--- config.mk ---
export PLATFORM = sky130hd
export DESIGN_NAME = disp_seq
export DESIGN_NICKNAME = d
export VERILOG_FILES = /design/src/rtl/disp_seq.sv
export SDC_FILE = /design/constraint.sdc
export NUM_CORES = 1
export LEC_CHECK = 0
export CORE_MARGIN = 4
export CORE_UTILIZATION = 45
export CTS_CLUSTER_DIAMETER = 120
export DETAILED_ROUTE_END_ITERATION = 7
export PLACE_DENSITY = 0.66
export REMOVE_ABC_BUFFERS = 1
export SLEW_MARGIN = 20
export SYNTH_ARGS = -nofsm -noshare
export SYNTH_HDL_FRONTEND = slang
export SYNTH_SLANG_ARGS = --single-unit
--- constraint.sdc ---
create_clock -name clk -period 3.8 [get_ports clk]
set_input_delay 0.57 -clock clk [delete_from_list [all_inputs] [get_ports clk]]
set_output_delay 0.57 -clock clk [all_outputs]
set_load 0.05 [all_outputs]
--- src/rtl/disp_seq.sv ---
// Display sequencer for the guessing game's four 7-segment digits.
// Turns short game commands into timed messages and a blinking win banner.
module disp_seq #(
  parameter int HOLD_CYCLES  = 50_000_000,
  parameter int BLINK_CYCLES = 12_500_000
) (
  input  logic       clk,
  input  logic       rst,
  input  logic       cmd_valid,
  output logic       cmd_ready,
  input  logic [1:0] cmd_op,
  input  logic [7:0] cmd_val,
  input  logic [7:0] base_val,
  output logic [4:0] d3,
  output logic [4:0] d2,
  output logic [4:0] d1,
  output logic [4:0] d0,
  output logic       busy
);

  localparam int HW = (HOLD_CYCLES > 1) ? $clog2(HOLD_CYCLES) : 1;
  localparam int BW = (BLINK_CYCLES > 1) ? $clog2(BLINK_CYCLES) : 1;
  localparam logic [HW-1:0] HOLD_LAST  = HW'(HOLD_CYCLES - 1);
  localparam logic [BW-1:0] BLINK_LAST = BW'(BLINK_CYCLES - 1);

  localparam logic [4:0] DIG_H     = 5'd20;
  localparam logic [4:0] DIG_I     = 5'd21;
  localparam logic [4:0] DIG_L     = 5'd22;
  localparam logic [4:0] DIG_O     = 5'd23;
  localparam logic [4:0] DIG_MINUS = 5'd30;
  localparam logic [4:0] DIG_BLANK = 5'd31;
  localparam logic [19:0] ALL_BLANK = {4{DIG_BLANK}};

  typedef enum logic [1:0] {
    S_IDLE = 2'd0,
    S_HOLD = 2'd1,
    S_WIN  = 2'd2
  } state_e;

  typedef enum logic [1:0] {
    OP_NUM = 2'd0,
    OP_HI  = 2'd1,
    OP_LO  = 2'd2,
    OP_WIN = 2'd3
  } op_e;

  state_e          state_q, state_d;
  op_e             op_q, op_d;
  logic [7:0]      val_q, val_d;
  logic [HW-1:0]   hold_cnt_q, hold_cnt_d;
  logic [BW-1:0]   blink_cnt_q, blink_cnt_d;
  logic            phase_on_q, phase_on_d;
  logic [19:0]     digits_q, digits_d;
  logic            busy_q, busy_d;
  logic            accept;
  op_e             cmd_op_e;

  // Sign-magnitude rendering; -128 keeps magnitude 0x80 through the negate.
  function automatic logic [19:0] render_num(input logic [7:0] v);
    logic [7:0] mag;
    logic [4:0] r3, r1;
    mag = v[7] ? (~v + 8'd1) : v;
    r3  = v[7] ? DIG_MINUS : DIG_BLANK;
    r1  = (mag[7:4] == 4'd0) ? DIG_BLANK : {1'b0, mag[7:4]};
    return {r3, DIG_BLANK, r1, {1'b0, mag[3:0]}};
  endfunction

  always_comb begin
    cmd_ready = (state_q != S_HOLD);
  end

  assign accept   = cmd_valid & cmd_ready;
  assign cmd_op_e = op_e'(cmd_op);

  always_ff @(posedge clk) begin
    if (rst) begin
      state_q     <= S_IDLE;
      op_q        <= OP_NUM;
      val_q       <= 8'd0;
      hold_cnt_q  <= '0;
      blink_cnt_q <= '0;
      phase_on_q  <= 1'b0;
      digits_q    <= ALL_BLANK;
      busy_q      <= 1'b0;
    end else begin
      state_q     <= state_d;
      op_q        <= op_d;
      val_q       <= val_d;
      hold_cnt_q  <= hold_cnt_d;
      blink_cnt_q <= blink_cnt_d;
      phase_on_q  <= phase_on_d;
      digits_q    <= digits_d;
      busy_q      <= busy_d;
    end
  end

  // Next-state logic: WIN accepts commands exactly like IDLE, HOLD is deaf.
  always_comb begin
    state_d     = state_q;
    op_d        = op_q;
    val_d       = val_q;
    hold_cnt_d  = hold_cnt_q;
    blink_cnt_d = blink_cnt_q;
    phase_on_d  = phase_on_q;

    case (state_q)
      S_HOLD: begin
        if (hold_cnt_q == HOLD_LAST) begin
          state_d    = S_IDLE;
          hold_cnt_d = '0;
        end else begin
          hold_cnt_d = hold_cnt_q + 1'b1;
        end
      end
      S_IDLE, S_WIN: begin
        if (accept) begin
          op_d        = cmd_op_e;
          val_d       = cmd_val;
          hold_cnt_d  = '0;
          blink_cnt_d = '0;
          phase_on_d  = 1'b1;
          state_d     = (cmd_op_e == OP_WIN) ? S_WIN : S_HOLD;
        end else if (state_q == S_WIN) begin
          if (blink_cnt_q == BLINK_LAST) begin
            blink_cnt_d = '0;
            phase_on_d  = ~phase_on_q;
          end else begin
            blink_cnt_d = blink_cnt_q + 1'b1;
          end
        end
      end
      default: begin
        state_d = S_IDLE;
      end
    endcase
  end

  // Digits are computed from the upcoming state so they land with the transition.
  always_comb begin
    digits_d = ALL_BLANK;
    busy_d   = (state_d == S_HOLD);
    case (state_d)
      S_IDLE: digits_d = render_num(base_val);
      S_HOLD: begin
        case (op_d)
          OP_HI:   digits_d = {DIG_BLANK, DIG_BLANK, DIG_H, DIG_I};
          OP_LO:   digits_d = {DIG_BLANK, DIG_BLANK, DIG_L, DIG_O};
          default: digits_d = render_num(val_d);
        endcase
      end
      S_WIN:   digits_d = phase_on_d ? render_num(val_d) : ALL_BLANK;
      default: digits_d = ALL_BLANK;
    endcase
  end

  assign d3   = digits_q[19:15];
  assign d2   = digits_q[14:10];
  assign d1   = digits_q[9:5];
  assign d0   = digits_q[4:0];
  assign busy = busy_q;

endmodule

Yosys cells after proc, flatten, opt, wreduce, memory -nomap -nowiden
Cells that the tools add are included.
{"block": "op_classes", "mul": 0, "n_shift": 0, "n_bitwise": 4, "n_eq_ne": 11, "n_div": 0, "magnitude_cmp": 0, "muxes": 27, "addsub": 4, "n_reduce_logical": 9}
{"op": "$mux W24", "n": 3}
{"op": "$mux W26", "n": 2}
{"op": "$pmux W26 S2", "n": 1}
{"op": "$pmux W16 S3", "n": 1}
{"op": "$mux W8", "n": 4}
{"op": "$pmux W16 S2", "n": 1}
{"op": "$add A26 B1 Y26 const B", "n": 1}
{"op": "$eq A26 B26 Y1 const B", "n": 1}
{"op": "$add A24 B1 Y24 const B", "n": 1}
{"op": "$eq A24 B24 Y1 const B", "n": 1}
{"op": "$add A8 B1 Y8 const B", "n": 2}
{"op": "$mux W16", "n": 1}
{"op": "$not A8 Y8", "n": 2}
{"op": "$mux W2", "n": 5}
{"op": "$mux W5", "n": 2}
{"op": "$eq A2 B2 Y1 const B", "n": 4}
{"op": "$logic_not A4 Y1", "n": 2}
{"op": "$eq A2 B1 Y1 const B", "n": 3}
{"op": "$mux W1", "n": 6}
{"op": "$logic_not A2 Y1", "n": 2}
{"op": "$pmux W2 S2", "n": 1}
{"op": "$reduce_and A2 Y1", "n": 2}
{"op": "$reduce_bool A2 Y1", "n": 2}
{"op": "$ne A2 B1 Y1 const B", "n": 1}
{"op": "other kinds (4)", "n": 4}
{"block": "word_totals", "ff_bits": 84, "latchBits": 0, "elab_cells": 63, "out_inout_bits": 22, "memories": 0, "romBits": 0, "ramBits": 0, "in_bits": 21}

Depth between registers and ports, before layout
{"block": "depth", "depth_word": 11, "depth_mapped": 11, "depth_no_buf": 8}

Least setup slack after synthesis
Ideal clock, no wire load.
{"block": "synth_timing", "path_kind": "input to register", "start": "input port cmd_valid", "end": "register digits_q[6]", "path_slack_ns": 0.749, "arrival_ns": 2.929, "setup_ns": 0.122, "n_path_buf": 3, "path_stages": 10, "cell_sequence": "buf_2 nand2b_1 buf_2 buf_1 mux2i_1 ha_1 o2111ai_1 a31o_2 a21bo_2 a221o_1"}
{"block": "synth_between", "elab_chain_len": 10}
{"item": "from (decl)", "line": "9", "rtl": "input logic cmd_valid,"}
{"item": "$and A1 B1 Y1 (*)", "line": "72", "rtl": "assign accept = cmd_valid & cmd_ready;"}
{"item": "$mux W8", "line": "116", "rtl": "if (accept) begin"}
{"item": "$mux W8", "line": "106", "rtl": "case (state_q)"}
{"item": "$not A8 Y8", "line": "62", "rtl": "mag = v[7] ? (~v + 8'd1) : v;"}
{"item": "$add A8 B1 Y8", "line": "62"}
{"item": "$mux W8", "line": "62"}
{"item": "$logic_not A4 Y1", "line": "64", "rtl": "r1 = (mag[7:4] == 4'd0) ? DIG_BLANK : {1'b0, mag[7:4]};"}
{"item": "$mux W5", "line": "64"}
{"item": "$pmux W16 S2 / $mux W16 (equally long branches)", "line": "145, 151"}
{"item": "$pmux W16 S3 (*)", "line": "142", "rtl": "case (state_d)"}
{"item": "to (signal assigned)", "line": "92", "rtl": "digits_q <= digits_d;"}
{"item": "to (decl)", "line": "53", "rtl": "logic [19:0] digits_q, digits_d;"}
Mark *: on every way between the ends. The rest lies on a longest branch, timed or not.
A chain may end at the register's enable or synchronous reset.

Worst setup path in the final report
{"block": "layout_timing", "start": "register state_q[0]", "end": "register digits_q[6]"}
{"block": "layout_between", "elab_chain_len": 11}
{"item": "from (decl)", "line": "47", "rtl": "state_e state_q, state_d;"}
{"item": "from (signal assigned)", "line": "86", "rtl": "state_q <= state_d;"}
{"item": "$ne A2 B1 Y1", "line": "69", "rtl": "cmd_ready = (state_q != S_HOLD);"}
{"item": "$and A1 B1 Y1", "line": "72"}
{"item": "$mux W8", "line": "116"}
{"item": "$mux W8", "line": "106"}
{"item": "$not A8 Y8", "line": "62"}
{"item": "$add A8 B1 Y8", "line": "62"}
{"item": "$mux W8", "line": "62"}
{"item": "$logic_not A4 Y1", "line": "64"}
{"item": "$mux W5", "line": "64"}
{"item": "$pmux W16 S2 / $mux W16 (equally long branches)", "line": "145, 151"}
{"item": "$pmux W16 S3 (*)", "line": "142"}
Marks and branches as above.

==> flow_metrics.py <==
metrics = {
    "status": {
        "status": "finished clean",
    },
    "clocking": {
        "cts_max_level": 3,
        "clk_pin_slew_ns": 0.08,
        "cts-hold-fix-buffers": 0,
        "clock_path_buffers": 2,
        "postCtsResizedCells": 0,
        "clk_latency_ns": 0.35,
        "tritoncts": "built",
        "root_buffer": "clkbuf_8",
        "cts_setup_buffers": 0,
        "cts_made_buffers": 9,
        "clock-sinks": 75,
    },
    "layout": {
        "drive_gt1_share_pct": 7.308,
        "fill_cells": 865,
        "nets": 582,
        "area_growth_pct": 13.63,
        "diodes": 0,
    },
    "global_route": {
        "grt_pass1_wl_microns": 17600,
        "grt_max_degree": 40,
        "grt_use_total_pct": 19.32,
        "gr-total-overflow": 0,
        "antenna_found_initial": 0,
        "grt_pass1_vias": 3617,
    },
    "setup_path": {
        "worstSetupStartpoint": "state_q[0]",
        "worstPathMaxFanout": 16,
        "cp.arrival_ns": 3.07,
        "end_kind": "register",
        "startpoint_type": "register",
        "required_ns": 4.04,
        "path_class": "reg -> reg",
        "r2r-start": "state_q[0]",
    },
    "sta": {
        "rsz0062_at_grt": "false",
        "period_needed_ns": 2.830,
        "slew_viol_final": 0,
        "max_freq_mhz": 353.4,
        "setup_viol": 0,
        "relSlewSlack_pct": 51.43,
        "whs_ns": 0.4705,
        "post-route-period-util_pct": 74.47,
        "hold_violations": 0,
        "final.setup.tns_ns": 0,
        "worst_pin_slew_ns": 0.7218,
        "fin_worst_skew_ns": 0.01379,
        "finalWorstSetupSlack_ns": 0.9701,
    },
    "yosys": {
        "ys_top_cells_by_count": "nor2_1 (85), dfxtp_1 (75), nand2_1 (52)",
        "yosysSeqAreaShare_pct": 35.94,
        "syn_area_sq_um": 4178,
        "synth-edff-count": 0,
        "syn_avg_cell_area_sq_um": 7.883,
        "ys.flop_type": "dfxtp_1",
        "ys_types": 66,
        "yosysMostFrequentCell": "nor2_1",
        "ys_ff_latch": 75,
        "yosysWarnings": 0,
        "synth_area_leaders": "dfxtp_1 (36%), nor2_1 (7.6%), nand2_1 (4.7%)",
        "syn_inst": 530,
        "post-synth-top-area-cell": "dfxtp_1",
        "synthArstFlopShare_pct": 0,
        "synth_top_cell_area_share_pct": 35.94,
    },
    "floorplan": {
        "core_area_sq_um": 8891,
        "rows": 34,
        "die_w_microns": 104.4,
        "num_io_pins": 43,
        "start_util_pct": 46.99,
        "die_area_sq_um": 10890,
        "die_h_microns": 104.4,
    },
    "detailed_routing": {
        "ant_nets": 0,
        "drt_first_pass_iters": 5,
        "viasPerCell": 5.608,
        "wl_per_cell_microns": 15.16,
        "drc": 0,
        "drt_iter0_markers": 165,
        "num_vias": 3752,
        "wirelength_microns": 10140,
    },
    "placement": {
        "port_buffers": 33,
        "place_congestion": 0.8779,
        "hpwl_microns": 7481,
        "post-place-ws_ns": 0.6582,
    },
    "pwr": {
        "power_density_nw_per_um2": 387.5,
        "p_leak_nw": 1.700,
        "peakVddDrop_mv": 0.1998,
        "total_power_mw": 1.839,
    },
    "hold_path": {
        "worstHoldStart": "op_q[1]",
        "min_path_type": "reg -> reg",
    },
    "job": {
        "drv_cap": 0,
    },
}
area by class of cell:
| type | instances | area (sq um) | area share [%] |
|---|---|---|---|
| clock buffer | 11 | 141.4 | 2.978 |
| clock inverter | 5 | 52.55 | 1.107 |
| inverter | 15 | 56.30 | 1.186 |
| multi-input combinational | 416 | 2485 | 52.35 |
| sequential | 75 | 1501 | 31.63 |
| tap | 108 | 135.1 | 2.847 |
| timing repair buffer | 39 | 375.4 | 7.907 |
cell families (layout without fill, tap and decap cells):
kind of cell	count (synthesis)	after routing	synth area share, %
adders and majority gates	5	5	1.497
xor gates and xnor gates	38	38	7.966
muxes	18	18	4.492
and+or+nand+nor	252	252	30.13
DFF	75	75	35.94
buffers and inverters	47	70	5.301
other	1	9	0.08976
AOI/OAI and AO/OA	94	94	14.59
worst max-delay path: stages, from the launching register on:
cell	delay, ns
dfxtp_1	0.60
nand2b_1	0.39
buf_4	0.31
mux2i_1	0.36
a21bo_2	0.26
a31o_2	0.27
a21bo_2	0.20
a221o_1	0.33
metal layers:
metal	part of all wire [%]	wire, microns	track usage [%]
met3	3.9	400	3.166
met2	46	4701	30.63
met5	0	0	0
met1	48	4874	26.76
met4	1.6	164	6.268
power breakdown:
group	internal, mW	total [mW]	switching [mW]
registers	0.815	0.833	0.0185
logic	0.139	0.387	0.249
clock network	0.318	0.619	0.301
cell usage in the layout, fill, tap and decap left out, drive strengths merged, types with 3 or more instances in the layout:
master          n
nand3          19
nor2b           3
ha              5
conb            9
nand2          53
nor3           15
and4            5
clkinv          3
a31oi           4
or2             4
a311oi          4
or3             8
xor2           22
nor2           85
clkdlybuf4s50  33
o211ai          3
a21oi          31
dfxtp          75
and3            6
clkbuf         11
or4             6
mux2i          12
nor4            8
and2            6
a211oi          4
mux2            6
xnor2          16
o221ai          3
nand2b          7
nand4b          7
nand4          12
inv            15
o21ai          22
buf             6
state kept, by name, indices dropped and copies added, names as in the netlist:
register / count
hold_cnt_q: 26
blink_cnt_q: 24
digits_q: 11
val_q: 8
op_q: 2
state_q: 2
busy: 1
phase_on_q: 1
through the flow:
stage | utilization, % | cells | area, sq um
3_3_place_gp | 51.21 | 653 | 4553
6_report | 53.39 | 669 | 4747
4_1_cts | 53.39 | 669 | 4747
5_1_grt | 53.39 | 669 | 4747
2_1_floorplan | - | 506 | 4043
3_5_place_dp | 51.21 | 653 | 4553
path summary, 6_finish.rpt:
check                           depth (start not counted)           to  slack, ns
worst max-delay path                                    7  digits_q[6]       0.97
worst min-delay path                                    2      op_q[1]       0.47
worst max register to register                          7  digits_q[6]       0.97
worst min register to register                          2      op_q[1]       0.47
Power figures use the tool's default switching activity.
